### src/rtl/unidade_load_store_pkg.sv
// rtl/unidade_load_store_pkg.sv - shared state and access-size encodings for the load/store unit
package unidade_load_store_pkg;

  typedef enum logic [1:0] {
    IDLE    = 2'd0,
    LEITURA = 2'd1,
    ESPERA  = 2'd2,
    ESCRITA = 2'd3
  } estado_t;

  typedef enum logic [1:0] {
    BYTE   = 2'b00,
    HALF   = 2'b01,
    WORD   = 2'b10,
    ILEGAL = 2'b11
  } tamanho_t;

  // Misaligned halves/words and the reserved size code never touch memory.
  function automatic logic desalinhado(input logic [1:0] size, input logic [1:0] offset);
    logic r;
    case (size)
      BYTE:    r = 1'b0;
      HALF:    r = offset[0];
      WORD:    r = (offset != 2'b00);
      default: r = 1'b1;
    endcase
    return r;
  endfunction

endpackage

### src/rtl/unidade_load_store_if.sv
// rtl/unidade_load_store_if.sv - two-port data memory bus between the load/store unit and memory
interface unidade_load_store_if #(
  parameter int DATA_WIDTH = 32,
  parameter int ADDR_WIDTH = 16
) ();
  logic                  Mem_Read;
  logic [ADDR_WIDTH-1:0] Endereco_leitura;
  logic [DATA_WIDTH-1:0] Read_Data;
  logic                  Mem_Write;
  logic [ADDR_WIDTH-1:0] Endereco_escrita;
  logic [DATA_WIDTH-1:0] Write_Data;

  modport master (
    output Mem_Read, Endereco_leitura, Mem_Write, Endereco_escrita, Write_Data,
    input  Read_Data
  );

  modport slave (
    input  Mem_Read, Endereco_leitura, Mem_Write, Endereco_escrita, Write_Data,
    output Read_Data
  );
endinterface

### src/rtl/unidade_load_store_alinhador_bytes.sv
// rtl/unidade_load_store_alinhador_bytes.sv - big-endian lane extract/extend for loads, lane merge for stores
module alinhador_bytes
  import unidade_load_store_pkg::*;
(
  input  logic [1:0]  offset,
  input  tamanho_t    size,
  input  logic        unsigned_load,
  input  logic [31:0] word_in,
  input  logic [15:0] store_lane,
  output logic [31:0] load_ext,
  output logic [31:0] merged
);

  logic [7:0]  byte_sel;
  logic [15:0] half_sel;

  always_comb begin
    byte_sel = word_in[7:0];
    case (offset)
      2'd0:    byte_sel = word_in[31:24];
      2'd1:    byte_sel = word_in[23:16];
      2'd2:    byte_sel = word_in[15:8];
      default: byte_sel = word_in[7:0];
    endcase
    half_sel = offset[1] ? word_in[15:0] : word_in[31:16];
  end

  always_comb begin
    load_ext = word_in;
    merged   = word_in;
    case (size)
      BYTE: begin
        load_ext = {{24{~unsigned_load & byte_sel[7]}}, byte_sel};
        case (offset)
          2'd0:    merged[31:24] = store_lane[7:0];
          2'd1:    merged[23:16] = store_lane[7:0];
          2'd2:    merged[15:8]  = store_lane[7:0];
          default: merged[7:0]   = store_lane[7:0];
        endcase
      end
      HALF: begin
        load_ext = {{16{~unsigned_load & half_sel[15]}}, half_sel};
        if (offset[1]) merged[15:0]  = store_lane;
        else           merged[31:16] = store_lane;
      end
      default: ;
    endcase
  end

endmodule

### src/rtl/unidade_load_store.sv
// rtl/unidade_load_store.sv - single-outstanding load/store initiator with read-modify-write sub-word stores
module unidade_load_store
  import unidade_load_store_pkg::*;
#(
  parameter int DATA_WIDTH = 32,
  parameter int ADDR_WIDTH = 16
) (
  input  logic                  Clock,
  input  logic                  Reset_n,
  input  logic                  Req_valid,
  output logic                  Req_ready,
  input  logic                  Is_Store,
  input  logic [1:0]            Size,
  input  logic                  Unsigned_Load,
  input  logic [ADDR_WIDTH+1:0] Endereco,
  input  logic [DATA_WIDTH-1:0] Store_Data,
  output logic [DATA_WIDTH-1:0] Load_Data,
  output logic                  Done,
  output logic                  Erro_Alinhamento,
  unidade_load_store_if.master  mem
);

  estado_t               state_q, state_d;
  logic                  is_store_q, is_store_d;
  tamanho_t              size_q, size_d;
  logic                  unsigned_q, unsigned_d;
  logic [1:0]            offset_q, offset_d;
  logic [15:0]           store_lane_q, store_lane_d;
  logic [DATA_WIDTH-1:0] load_data_q, load_data_d;
  logic                  done_q, done_d;
  logic                  erro_q, erro_d;
  logic                  err_pend_q, err_pend_d;
  logic                  mem_read_q, mem_read_d;
  logic                  mem_write_q, mem_write_d;
  logic [ADDR_WIDTH-1:0] rd_addr_q, rd_addr_d;
  logic [ADDR_WIDTH-1:0] wr_addr_q, wr_addr_d;
  logic [DATA_WIDTH-1:0] write_data_q, write_data_d;

  logic [DATA_WIDTH-1:0] load_ext;
  logic [DATA_WIDTH-1:0] merged;

  alinhador_bytes u_alinhador (
    .offset        (offset_q),
    .size          (size_q),
    .unsigned_load (unsigned_q),
    .word_in       (mem.Read_Data),
    .store_lane    (store_lane_q),
    .load_ext      (load_ext),
    .merged        (merged)
  );

  always_comb begin
    state_d      = state_q;
    is_store_d   = is_store_q;
    size_d       = size_q;
    unsigned_d   = unsigned_q;
    offset_d     = offset_q;
    store_lane_d = store_lane_q;
    load_data_d  = load_data_q;
    rd_addr_d    = rd_addr_q;
    wr_addr_d    = wr_addr_q;
    write_data_d = write_data_q;
    done_d       = 1'b0;
    erro_d       = 1'b0;
    err_pend_d   = 1'b0;
    mem_read_d   = 1'b0;
    mem_write_d  = 1'b0;

    // A rejected request reports one cycle after acceptance, like a word store.
    if (err_pend_q) begin
      done_d = 1'b1;
      erro_d = 1'b1;
    end

    case (state_q)
      IDLE: begin
        if (Req_valid) begin
          if (desalinhado(Size, Endereco[1:0])) begin
            err_pend_d = 1'b1;
          end else begin
            is_store_d   = Is_Store;
            size_d       = tamanho_t'(Size);
            unsigned_d   = Unsigned_Load;
            offset_d     = Endereco[1:0];
            store_lane_d = Store_Data[15:0];
            rd_addr_d    = Endereco[ADDR_WIDTH+1:2];
            wr_addr_d    = Endereco[ADDR_WIDTH+1:2];
            if (Is_Store && tamanho_t'(Size) == WORD) begin
              write_data_d = Store_Data;
              mem_write_d  = 1'b1;
              state_d      = ESCRITA;
            end else begin
              mem_read_d = 1'b1;
              state_d    = LEITURA;
            end
          end
        end
      end
      LEITURA: state_d = ESPERA;
      ESPERA: begin
        if (is_store_q) begin
          write_data_d = merged;
          mem_write_d  = 1'b1;
          state_d      = ESCRITA;
        end else begin
          load_data_d = load_ext;
          done_d      = 1'b1;
          state_d     = IDLE;
        end
      end
      ESCRITA: begin
        done_d  = 1'b1;
        state_d = IDLE;
      end
      default: state_d = IDLE;
    endcase
  end

  always_ff @(posedge Clock or negedge Reset_n) begin
    if (!Reset_n) begin
      state_q      <= IDLE;
      is_store_q   <= 1'b0;
      size_q       <= BYTE;
      unsigned_q   <= 1'b0;
      offset_q     <= 2'b00;
      store_lane_q <= '0;
      load_data_q  <= '0;
      done_q       <= 1'b0;
      erro_q       <= 1'b0;
      err_pend_q   <= 1'b0;
      mem_read_q   <= 1'b0;
      mem_write_q  <= 1'b0;
      rd_addr_q    <= '0;
      wr_addr_q    <= '0;
      write_data_q <= '0;
    end else begin
      state_q      <= state_d;
      is_store_q   <= is_store_d;
      size_q       <= size_d;
      unsigned_q   <= unsigned_d;
      offset_q     <= offset_d;
      store_lane_q <= store_lane_d;
      load_data_q  <= load_data_d;
      done_q       <= done_d;
      erro_q       <= erro_d;
      err_pend_q   <= err_pend_d;
      mem_read_q   <= mem_read_d;
      mem_write_q  <= mem_write_d;
      rd_addr_q    <= rd_addr_d;
      wr_addr_q    <= wr_addr_d;
      write_data_q <= write_data_d;
    end
  end

  assign Req_ready            = (state_q == IDLE);
  assign Load_Data            = load_data_q;
  assign Done                 = done_q;
  assign Erro_Alinhamento     = erro_q;
  assign mem.Mem_Read         = mem_read_q;
  assign mem.Mem_Write        = mem_write_q;
  assign mem.Endereco_leitura = rd_addr_q;
  assign mem.Endereco_escrita = wr_addr_q;
  assign mem.Write_Data       = write_data_q;

endmodule

### src/flat_wrapper.sv
// flat-port wrapper written by rule: the top's interface ports become plain ports
module unidade_load_store_flat import unidade_load_store_pkg::*;
#(
  parameter int DATA_WIDTH = 32,
  parameter int ADDR_WIDTH = 16
)
  (Clock, Reset_n, Req_valid, Req_ready, Is_Store, Size, Unsigned_Load, Endereco, Store_Data, Load_Data, Done, Erro_Alinhamento, mem_Mem_Read, mem_Endereco_leitura, mem_Mem_Write, mem_Endereco_escrita, mem_Write_Data, mem_Read_Data);
  unidade_load_store_if #(.DATA_WIDTH(DATA_WIDTH), .ADDR_WIDTH(ADDR_WIDTH)) mem_i ();
  input  logic Clock;
  input  logic Reset_n;
  input  logic Req_valid;
  output logic Req_ready;
  input  logic Is_Store;
  input  logic [1:0] Size;
  input  logic Unsigned_Load;
  input  logic [ADDR_WIDTH+1:0] Endereco;
  input  logic [DATA_WIDTH-1:0] Store_Data;
  output logic [DATA_WIDTH-1:0] Load_Data;
  output logic Done;
  output logic Erro_Alinhamento;
  output wire logic [$bits(mem_i.Mem_Read)-1:0] mem_Mem_Read;
  output wire logic [$bits(mem_i.Endereco_leitura)-1:0] mem_Endereco_leitura;
  output wire logic [$bits(mem_i.Mem_Write)-1:0] mem_Mem_Write;
  output wire logic [$bits(mem_i.Endereco_escrita)-1:0] mem_Endereco_escrita;
  output wire logic [$bits(mem_i.Write_Data)-1:0] mem_Write_Data;
  input wire logic [$bits(mem_i.Read_Data)-1:0] mem_Read_Data;
  assign mem_Mem_Read = mem_i.Mem_Read;
  assign mem_Endereco_leitura = mem_i.Endereco_leitura;
  assign mem_Mem_Write = mem_i.Mem_Write;
  assign mem_Endereco_escrita = mem_i.Endereco_escrita;
  assign mem_Write_Data = mem_i.Write_Data;
  assign mem_i.Read_Data = mem_Read_Data;
  unidade_load_store #(.DATA_WIDTH(DATA_WIDTH), .ADDR_WIDTH(ADDR_WIDTH)) u_core (.Clock(Clock), .Reset_n(Reset_n), .Req_valid(Req_valid), .Req_ready(Req_ready), .Is_Store(Is_Store), .Size(Size), .Unsigned_Load(Unsigned_Load), .Endereco(Endereco), .Store_Data(Store_Data), .Load_Data(Load_Data), .Done(Done), .Erro_Alinhamento(Erro_Alinhamento), .mem(mem_i));
endmodule
### config.mk
export PLATFORM = sky130hd
export DESIGN_NAME = unidade_load_store_flat
export DESIGN_NICKNAME = d
export VERILOG_FILES = /design/src/rtl/unidade_load_store_pkg.sv /design/src/rtl/unidade_load_store_if.sv /design/src/rtl/unidade_load_store_alinhador_bytes.sv /design/src/rtl/unidade_load_store.sv /design/src/flat_wrapper.sv
export SDC_FILE = /design/constraint.sdc
export NUM_CORES = 1
export LEC_CHECK = 0
export ABC_AREA = 1
export BUFFER_PORTS_ARGS = -buffer_cell sky130_fd_sc_hd__buf_2
export CAP_MARGIN = 10
export CORE_MARGIN = 10
export CORE_UTILIZATION = 40
export DETAILED_ROUTE_END_ITERATION = 6
export PLACE_DENSITY = 0.72
export SLEW_MARGIN = 20
export SYNTH_ARGS = -nofsm -noshare
export SYNTH_HDL_FRONTEND = slang
export SYNTH_SLANG_ARGS = --single-unit
### constraint.sdc
create_clock -name Clock -period 2.6 [get_ports Clock]
set_input_delay 0.39 -clock Clock [delete_from_list [all_inputs] [get_ports Clock]]
set_output_delay 0.39 -clock Clock [all_outputs]
set_load 0.005 [all_outputs]
==> qor.csv, run 1 <==
stage;metric;value;unit
clock_tree;clk_latency;0.37;ns
critical_path;arrival;2.18;ns
critical_path;startpoint_type;register;
critical_path;end_kind;register;
timing;fin_skew;0.007866;ns
clock_tree;ctsResizeCount;0;
critical_path;required;2.87;ns
hold_path;worstHoldPathType;in -> reg;
timing;slew_headroom;0.6476;
place;gp_congestion;0.9543;
clock_tree;htree_levels;3;
place;hpwl;18510;microns
route;drtPass1Iterations;5;
route;wl_met2;10800;microns
layout;layout-drive-gt1-share;0.2487;
synth;yosysSeqAreaShare;0.3945;
critical_path;r2r_cells;6;
critical_path;crit_type;reg -> reg;
clock_tree;cts_setup_buffers;0;
synth;synth.area.top_cells;dfrtp_1 (39%), nand2_1 (19%), nand3_1 (12%);
floorplanning;core_area;0.01712;sq mm
layout;area_growth;17.95;%
layout;final_net_count;1234;
synth;ys_seq_elements;109;
synth;synth_top_area_share;0.3945;
clock_tree;cts.sinks;109;
synth;ys_warn_count;0;
global_route;grt_overflow;0;
synth;yosys.area.top_type;dfrtp_1;
timing;maxSlewViolCount;0;
critical_path;cp_max_fo;34;
power_and_ir_drop;total_power;10320;uW
place;placed_area;0.007844;sq mm
route;route.met3.wl;2830;microns
timing;fin_crit_sh;0.7333;
synth;synthesis.area;0.006914;sq mm
route;vias;7165;
route;routed_via_density;5.207;
timing;grt_setup_unrepaired;false;
floorplanning;dieArea;0.02294;sq mm
critical_path;startpoint;u_core.state_q[1]$_DFFE_PN0P_;
outcome;outcome;finished clean;
route;antenna_left;0;
place;placed_cells;1358;
route;routedWlPerCell;17.78;microns
global_route;track_usage;0.2137;
layout;fillers;1762;
route;m1WireLength;10080;microns
route;drc;0;
critical_path;crit_path_end;u_core.store_lane_q[5]$_DFFE_PN0P_;
critical_path;r2r_setup_slack;0.69;ns
clock_tree;cts_buffers;9;
route;drt_wl_total;24470;microns
global_route;grt_pass1_vias;7233;
power_and_ir_drop;ir_drop;0.6706;mV
timing;worst_slew_pin_slew;0.5268;ns
timing;fin_ws;0.6933;ns
timing;final.setup.tns;0;ns
power_and_ir_drop;p_per_area;1266;mW/mm^2
synth;syn_inst;998;
clock_tree;clock_tree.root_cell;clkbuf_16;
floorplanning;std_cell_rows;48;
clock_tree;tritoncts;yes;
global_route;grt_pass1_wl;39100;microns
floorplanning;start_util;0.4039;
timing;finalHoldViolCount;0;
flow_run;maxCapViolations;0;
critical_path;r2r-start;u_core.state_q[1]$_DFFE_PN0P_;
power_and_ir_drop;leakage;0.004546;uW
floorplanning;die_y;151.5;microns
route;drt_iter0_markers;754;
synth;syn_nets;1087;
place;port-buffer-count;189;
timing;final-setup-viol-count;0;
global_route;antenna_found_initial;2;
global_route;grt_max_degree;64;
synth;syn_avg_cell_area;6.928;sq um
layout;design_area;0.008155;sq mm
floorplanning;die_x;151.5;microns
timing;max_freq;524.5;MHz
synth;synth_cell_type_count;28;
clock_tree;clk_transition_reported_paths;0.07;ns
timing;final.min_clock_period;1.907;ns
layout;final_cells;1376;
critical_path;r2r_end;u_core.store_lane_q[5]$_DFFE_PN0P_;
clock_tree;cts_max_path_buffers;2;
place;post-place-ws;0.6718;ns
route;top_layer;met5;
floorplanning;pin_count;190;
-- worst max-delay path, stage by stage, from the launching register on --
cell     delay (ns)
dfrtp_1        0.43
inv_2          0.10
nand2_2        0.12
nor2_8         0.26
nand2_2        0.38
buf_12         0.30
o21ai_0        0.20
-- how the worst min path moves through the flow --
| stage | slack, ns | to | startpoint | cells after the start |
|---|---|---|---|---|
| floorplan | 0.09 | u_core.Done$_DFF_PN0_ | Reset_n | 0 |
| global placement | 0.26 | u_core.Load_Data[29]$_DFFE_PN0P_ | Reset_n | 1 |
| detailed placement | 0.27 | u_core.Load_Data[24]$_DFFE_PN0P_ | Reset_n | 1 |
| CTS | 0.24 | u_core.mem.Endereco_escrita[5]$_DFFE_PN0P_ | Endereco[7] | 3 |
| global route | 0.25 | u_core.mem.Endereco_escrita[13]$_DFFE_PN0P_ | Endereco[15] | 3 |
| finish | 0.25 | u_core.mem.Endereco_escrita[5]$_DFFE_PN0P_ | Endereco[7] | 3 |
-- registers in the layout (all words and copies together), names as in the netlist, 2 cells and up --
| signal | flops |
|---|---|
| u_core.offset_q | 2 |
| u_core.size_q | 2 |
| u_core.mem.Write_Data | 32 |
| u_core.state_q | 2 |
| u_core.Load_Data | 32 |
| u_core.store_lane_q | 16 |
| u_core.mem.Endereco_escrita | 16 |
-- area by class of cell --
cell class	count	area, sq um	area share
inverters	105	394.1	0.04833
flip-flops and latches	109	2729	0.3346
diodes	1	2.502	0.0003068
well taps	225	281.5	0.03452
clock buffers	11	232.7	0.02854
clock inverters	5	66.31	0.008131
multi-input cells	711	3323	0.4075
repair buffers	209	1126	0.1381
-- report_power, final --
group	internal (uW)	total, uW	switching, uW
combinational	2130	5700	3570
sequential	2530	3180	649
clock	763	1450	682
-- synth_stat cells --
cell type and number:
nor2_2 4, o21ai_0 34, a31oi_1 1, buf_1 1, nor2_4 3, buf_6 12, a2bb2oi_1 6, nand3_2 3
nand2_4 2, a2bb2oi_2 3, nand2_1 356, buf_2 29, nand4_1 3, nor2_1 29, o211ai_1 16, nand3_4 2
inv_1 101, buf_4 19, nor2_8 1, inv_2 4, o21a_1 1, or2_2 33, a21oi_1 48, a21oi_2 1
dfrtp_1 109, clkbuf_1 12, nand2_2 6, nand3_1 159
-- layer usage --
| layer | vias up | GRT usage |
|---|---|---|
| met4 | 2 | 0.07363 |
| li1 | 3448 | - |
| met3 | 50 | 0.05584 |
| met1 | 3272 | 0.2860 |
| met2 | 393 | 0.3271 |
| met5 | - | 0 |
-- cell usage in the layout (no fill, tap or decap), types with 9 or more instances in the layout --
cell type	netlist	final
o211ai_1	16	16
nor2_1	29	28
nand2_1	356	356
a21oi_1	48	48
clkbuf_16	0	9
buf_2	29	188
buf_4	19	18
or2_2	33	33
dfrtp_1	109	108
o21ai_0	34	34
inv_1	101	101
nand3_1	159	159
-- metrics by stage --
step                      hold slack, ns    util
final                             0.2479  0.4765
after global routing              0.2535  0.4763
after CTS                         0.2384  0.4763
after detailed placement          0.2681  0.4583
after global placement            0.2641  0.4583
after floorplan                  0.09441       -
-- repair_timing --
action,4_1_cts,5_1_grt
hold buffers,1,0
endpoints found under the hold margin,14,0
endpoints found under the setup margin,0,0
-- cells by family after synthesis --
| family | after synthesis | share of synthesized area |
|---|---|---|
| and+or+nand+nor | 601 | 0.3862 |
| buffers and inverters | 178 | 0.1252 |
| AOI/OAI and AO/OA | 110 | 0.09410 |
| DFF | 109 | 0.3945 |
(Power assumes the default switching activity.)
==> inputs of run 2 (changes only) <==
--- a/config.mk
+++ b/config.mk
@@ -11,7 +11,7 @@
 export CORE_MARGIN = 10
 export CORE_UTILIZATION = 40
 export DETAILED_ROUTE_END_ITERATION = 6
-export PLACE_DENSITY = 0.72
+export PLACE_DENSITY = 0.74
 export SLEW_MARGIN = 20
 export SYNTH_ARGS = -nofsm -noshare
 export SYNTH_HDL_FRONTEND = slang
==> constraint.sdc (replaced) <==
create_clock -name Clock -period 1.6 [get_ports Clock]
set_input_delay 0.24 -clock Clock [delete_from_list [all_inputs] [get_ports Clock]]
set_output_delay 0.24 -clock Clock [all_outputs]
set_load 0.005 [all_outputs]
==> run 2 against run 1 <==
Net effect:
- clock skew rose by 0.0011 ns
- design area rose by 3.8%
- combinational power rose by 75%
- critical path type unchanged
- utilization rose by 1.8 points
- wire length fell by 3.8%
==> qor.csv, run 2 (synthesis results as in run 1) <==
stage;metric;value;unit;change
outcome;outcome;finished clean;;
clock_tree;cts_setup_buffers;0;;unchanged
floorplanning;die_y;151.5;microns;unchanged
power_and_ir_drop;leakage;0.004686;uW;+3.1%
floorplanning;core_area;0.01712;sq mm;unchanged
critical_path;r2r_cells;8;;+2
power_and_ir_drop;p_sw;8021;uW;+64%
critical_path;arrival;1.77;ns;-0.41 ns
layout;layout-drive-gt1-share;0.2701;;+0.02139
layout;area_growth;22.46;%;
clock_tree;cts.sinks;109;;unchanged
power_and_ir_drop;power.internal;9342;uW;+72%
route;drc;0;;unchanged
critical_path;crit_type;reg -> reg;;
critical_path;required;1.86;ns;-1.01 ns
clock_tree;cts_max_path_buffers;2;;unchanged
timing;fin_ws;0.08395;ns;-0.6094 ns
layout;final_net_count;1254;;+1.6%
layout;final_cells;1397;;+1.5%
place;placed_cells;1377;;+1.4%
floorplanning;start_util;0.4039;;unchanged
global_route;grt_pass1_vias;7005;;-3.2%
layout;final_common_cell;nand2_1;;
clock_tree;tritoncts;yes;;
timing;fin_crit_sh;0.9475;;+0.2142
layout;fillers;1746;;-0.91%
hold_path;worstHoldPathType;in -> reg;;
place;post-place-ws;0.09053;ns;-0.5812 ns
place;hpwl;18260;microns;-1.3%
timing;slew_headroom;0.7775;;+0.1299
power_and_ir_drop;clkPwrFrac;0.137;;-0.003
layout;utilization;0.4947;;+0.01820
timing;final.min_clock_period;1.516;ns;-0.3906 ns
power_and_ir_drop;combPwrFrac;0.573;;+0.021
timing;hold_slack;0.1006;ns;-0.1473 ns
power_and_ir_drop;ir_drop;0.9148;mV;+36%
floorplanning;std_cell_rows;48;;unchanged
timing;finalHoldViolCount;0;;unchanged
clock_tree;htree_levels;3;;unchanged
route;drt_iter0_markers;671;;-11%
global_route;grt_overflow;0;;unchanged
floorplanning;die_x;151.5;microns;unchanged
timing;final-setup-viol-count;0;;unchanged
flow_run;maxCapViolations;0;;unchanged
route;drt_wl_total;23540;microns;-3.8%
layout;mostFrequentLayoutCells;nand2_1 (355), buf_2 (188), nand3_1 (156);;
route;drtPass1Iterations;5;;unchanged
place;gp_congestion;0.9406;;-1.4%
critical_path;startpoint_type;register;;
global_route;grt_max_degree;62;;-3.1%
global_route;antenna_found_initial;5;;+3
clock_tree;clk_transition_reported_paths;0.08;ns;about the same
timing;final.setup.tns;0;ns;unchanged
critical_path;cp_max_fo;17;;-50%
route;vias;7074;;-1.3%
hold_path;worstHoldPathCells;3;;unchanged
timing;maxSlewViolCount;0;;unchanged
clock_tree;clock_tree.root_cell;clkbuf_16;;
power_and_ir_drop;p_sw_frac;0.4620;;-0.01231
timing;max_freq;659.6;MHz;+26%
place;port-buffer-count;189;;unchanged
layout;register_area;0.002730;sq mm;about the same
critical_path;end_kind;register;;
critical_path;r2r_setup_slack;0.08;ns;-0.61 ns
timing;worst_slew_pin_slew;0.3303;ns;-0.1965 ns
route;antenna_left;0;;unchanged
layout;multi_input_area;0.003363;sq mm;+1.2%
clock_tree;clk_latency;0.36;ns;about the same
floorplanning;dieArea;0.02294;sq mm;unchanged
global_route;track_usage;0.2046;;-0.009119
route;routed_via_density;5.064;;-2.8%
timing;fin_skew;0.008994;ns;+0.001128 ns
power_and_ir_drop;p_seq_frac;0.290;;-0.018
clock_tree;cts_buffers;9;;unchanged
route;routedWlPerCell;16.85;microns;-5.2%
floorplanning;pin_count;190;;unchanged
power_and_ir_drop;p_per_area;2051;mW/mm^2;+62%
global_route;grt_pass1_wl;37030;microns;-5.3%
## run 2: changes by cell type in the layout (fill, tap and decap cells not counted), moves of 2 or more
| cell | delta |
|---|---|
| clkbuf_1 | -2 |
| buf_4 | +11 |
| nand3_2 | +3 |
| nand2_4 | -2 |
| nand2_8 | +2 |
| nand3_1 | -3 |
| buf_12 | +7 |
| nor2_1 | -2 |
| nor2_2 | +2 |
## run 2: cell type report
| cell class | count | share of cell area |
|---|---|---|
| multi-input combinational | 711 | 0.3972 |
| sequential | 109 | 0.3224 |
| timing repair buffer | 229 | 0.1636 |
| inverter | 105 | 0.04655 |
| tap | 225 | 0.03325 |
| clock buffer | 9 | 0.02660 |
| clock inverter | 7 | 0.009753 |
| antenna | 2 | 0.0005911 |
## run 2: what timing repair did
item | in CTS | in global routing
hold buffers | 1 | 0
hold endpoints to repair | 21 | 0
setup endpoints to repair | 0 | 19
resized for setup | 0 | 11
## run 2: final timing paths
check                                          startpoint                                         end
hold / removal                                Endereco[6]  u_core.mem.Endereco_escrita[4]$_DFFE_PN0P_
min in group asynchronous                         Reset_n  u_core.mem.Endereco_escrita[0]$_DFFE_PN0P_
hold reg to reg               u_core.err_pend_q$_DFF_PN0_           u_core.Erro_Alinhamento$_DFF_PN0_
setup reg to reg           u_core.offset_q[1]$_DFFE_PN0P_       u_core.mem.Write_Data[30]$_DFFE_PN0P_
max in group asynchronous                         Reset_n  u_core.mem.Endereco_escrita[7]$_DFFE_PN0P_
setup / recovery           u_core.offset_q[1]$_DFFE_PN0P_       u_core.mem.Write_Data[30]$_DFFE_PN0P_
## run 2: critical path: stages (launching register included)
cell,delay (ns)
dfrtp_2,0.46
buf_12,0.17
nor2_2,0.16
buf_4,0.17
nand2_1,0.05
nand3_1,0.08
nand3_1,0.15
nand3_1,0.10
nand2_1,0.06
## run 2: stage by stage
| step | total power, uW | cell area (sq um) |
|---|---|---|
| after floorplan | 11430 | 6914 |
| after global placement | 14660 | 8074 |
| after detailed placement | 14870 | 8074 |
| after CTS | 17290 | 8392 |
| after global routing | 18910 | 8462 |
| final | 17360 | 8467 |
## run 2: routing by layer
metal	GRT usage	wire (microns)
met5	0	31
met4	0.05871	420
met3	0.06890	2674
met2	0.3134	10510
met1	0.2688	9907
## run 2: power by group through the flow
stage	Sequential, uW	Combinational [uW]	Clock, uW
4_1_cts	5020	9860	2410
3_3_place_gp	5000	9660	0
3_5_place_dp	5040	9830	0
2_1_floorplan	4990	6440	0
6_report	5040	9950	2370
5_1_grt	5210	11200	2490
==> inputs of run 3 (changes only) <==
--- a/config.mk
+++ b/config.mk
@@ -8,9 +8,10 @@
 export ABC_AREA = 1
 export BUFFER_PORTS_ARGS = -buffer_cell sky130_fd_sc_hd__buf_2
 export CAP_MARGIN = 10
-export CORE_MARGIN = 10
+export CORE_MARGIN = 5
 export CORE_UTILIZATION = 40
 export DETAILED_ROUTE_END_ITERATION = 6
+export GPL_TIMING_DRIVEN = 0
 export PLACE_DENSITY = 0.74
 export SLEW_MARGIN = 20
 export SYNTH_ARGS = -nofsm -noshare
==> run 3 against run 2 <==
Net effect:
- die area down 13%
- hold slack better by 0.00094 ns
- setup slack worse by 0.044 ns
- clock-buffer cell count up 1
- largest cell class unchanged
- largest power group unchanged
==> qor.csv, run 3 (synthesis results as in run 1) <==
stage;metric;value;unit;change
outcome;outcome;finished clean;;
critical_path;arrival;1.84;ns;+0.07 ns
layout;register_area;0.002730;sq mm;unchanged
critical_path;r2r_setup_slack;0.04;ns;-0.04 ns
floorplanning;die_x;141.5;microns;-6.6%
timing;slew_headroom;0.6068;;-0.1706
global_route;antenna_found_initial;4;;-1
clock_tree;cts_max_path_buffers;2;;unchanged
timing;max_freq;641.1;MHz;-2.8%
critical_path;critPathTopFamily;simple AND/OR/NAND/NOR gates;;
clock_tree;tritoncts;yes;;
route;routed_via_density;5.086;;+0.44%
route;routedWlPerCell;16.48;microns;-2.2%
timing;finalHoldViolCount;0;;unchanged
floorplanning;std_cell_rows;48;;unchanged
global_route;grt_pass1_vias;6956;;-0.70%
critical_path;critPathMaxStageDelay;0.45;ns;about the same
layout;design_area;0.008616;sq mm;+1.8%
floorplanning;die_y;141.5;microns;-6.6%
flow_run;maxCapViolations;0;;unchanged
global_route;grt_max_degree;56;;-9.7%
floorplanning;core_area;0.01712;sq mm;unchanged
clock_tree;clk_latency;0.36;ns;about the same
place;placed_area;0.008175;sq mm;+1.3%
global_route;track_usage;0.2340;;+0.02946
floorplanning;start_util;0.4039;;unchanged
timing;worst_slew_pin_slew;0.5897;ns;+0.2594 ns
floorplanning;pin_count;190;;unchanged
route;drt_iter0_markers;521;;-22%
layout;mostFrequentLayoutCells;nand2_1 (354), buf_2 (211), nand3_1 (153);;
layout;final_net_count;1297;;+3.4%
critical_path;cp_max_fo;10;;-7
clock_tree;clk_transition_reported_paths;0.08;ns;about the same
timing;fin_crit_sh;0.9749;;+0.02736
power_and_ir_drop;ir_drop;0.8614;mV;-5.8%
critical_path;startpoint_type;register;;
floorplanning;dieArea;0.02002;sq mm;-13%
global_route;grt_overflow;0;;unchanged
layout;multi_input_area;0.003372;sq mm;+0.26%
clock_tree;clock_tree.root_cell;clkbuf_16;;
clock_tree;cts.sinks;109;;unchanged
critical_path;end_kind;register;;
timing;grt_setup_unrepaired;true;;
critical_path;crit_type;reg -> reg;;
route;drc;0;;unchanged
timing;final-setup-viol-count;0;;unchanged
timing;fin_skew;0.01166;ns;+0.002662 ns
timing;maxSlewViolCount;0;;unchanged
layout;layout-drive-gt1-share;0.2929;;+0.02282
layout;fillers;1773;;+1.5%
hold_path;worstHoldPathType;in -> reg;;
critical_path;path_buf_inv;1;;-1
route;drtPass1Iterations;6;;+1
route;antenna_left;0;;unchanged
place;hpwl;18530;microns;+1.5%
power_and_ir_drop;leakage;0.004816;uW;+2.8%
critical_path;crit_chain;nor2_2, nand2_1, nand3_2, nand3_4, buf_6, a2bb2oi_1;;
timing;final.min_clock_period;1.560;ns;+0.04378 ns
route;drt_wl_total;23700;microns;+0.66%
layout;area_growth;24.61;%;
layout;final_common_cell;nand2_1;;
place;gp_congestion;0.9766;;+3.8%
place;port-buffer-count;189;;unchanged
power_and_ir_drop;p_per_area;2045;mW/mm^2;-0.30%
critical_path;slowest_stage;dfrtp_2;;
global_route;grt_pass1_wl;37060;microns;about the same
critical_path;required;1.88;ns;+0.02 ns
route;vias;7314;;+3.4%
clock_tree;cts_buffers;9;;unchanged
clock_tree;htree_levels;3;;unchanged
timing;hold_slack;0.1015;ns;+0.0009420 ns
==> run 3: cell count changes in the layout (fill, tap and decap cells not counted), moves of 3 or more <==
cell	previous run	this run
buf_2	188	211
nand2_4	0	3
clkbuf_4	0	3
clkbuf_1	0	5
nor2_2	7	4
buf_6	1	15
clkbuf_2	0	7
buf_12	9	0
nand3_1	156	153
nand3_2	6	9
==> run 3: layout make-up <==
type / instances / area share
diodes: 1 / 0.0002904
inverters: 105 / 0.04575
flip-flops and latches: 109 / 0.3169
plain buffers: 73 / 0.05838
clock buffers: 10 / 0.02774
well taps: 225 / 0.03268
repair buffers: 199 / 0.1218
clock inverters: 5 / 0.005083
multi-input cells: 711 / 0.3914
==> run 3: routing by layer <==
metal	up-vias	track usage	wire length (microns)
met2	386	0.3619	10520
li1	3573	-	-
met4	6	0.09091	844
met3	58	0.06471	2721
met5	-	0	52
met1	3291	0.3129	9560
==> run 3: worst reg2reg max path, stage by stage (launching register included) <==
cell	delay, ns
dfrtp_2	0.45
nor2_2	0.33
nand2_1	0.12
nand3_2	0.14
nand3_4	0.12
buf_6	0.18
a2bb2oi_1	0.15
==> run 3: per-stage QoR <==
stage               std cells  setup TNS [ns]  setup slack [ns]  power (uW)  utilization
floorplan                 998               0            0.3050       11430            -
finish                   1438               0           0.04017       17620       0.5034
detailed placement       1413         -0.6864           -0.1314       15010       0.4776
global placement         1412         -106.15           -0.9832       14820       0.4757
global route             1438          -1.700           -0.1028       19110       0.5034
CTS                      1429               0          0.001066       17300       0.4952
==> run 3: timing repair <==
action | CTS | global route
endpoints found under the hold margin | 54 | 0
buffers inserted | 0 | 8
pin swaps | 0 | 2
resized for setup | 5 | 34
setup endpoints to repair | 23 | 70
hold buffers | 1 | 0
==> run 3: final timing paths <==
check / depth (start not counted) / end / from
worst min-delay path: 3 / u_core.mem.Endereco_escrita[0]$_DFFE_PN0P_ / Endereco[2]
min in group asynchronous: 2 / u_core.Done$_DFF_PN0_ / Reset_n
worst min register to register: 0 / u_core.Erro_Alinhamento$_DFF_PN0_ / u_core.err_pend_q$_DFF_PN0_
worst max register to register: 6 / u_core.Load_Data[8]$_DFFE_PN0P_ / u_core.offset_q[1]$_DFFE_PN0P_
worst max-delay path: 6 / u_core.Load_Data[8]$_DFFE_PN0P_ / u_core.offset_q[1]$_DFFE_PN0P_
max in group asynchronous: 3 / u_core.Load_Data[12]$_DFFE_PN0P_ / Reset_n
==> run 3: power breakdown <==
part           total [uW]  switching, uW  leakage, uW  internal [uW]
combinational       10400           6220      0.00337           4180
sequential           5020            904      0.00132           4120
clock                2190           1080     0.000133           1110
total               17600           8200      0.00482           9410
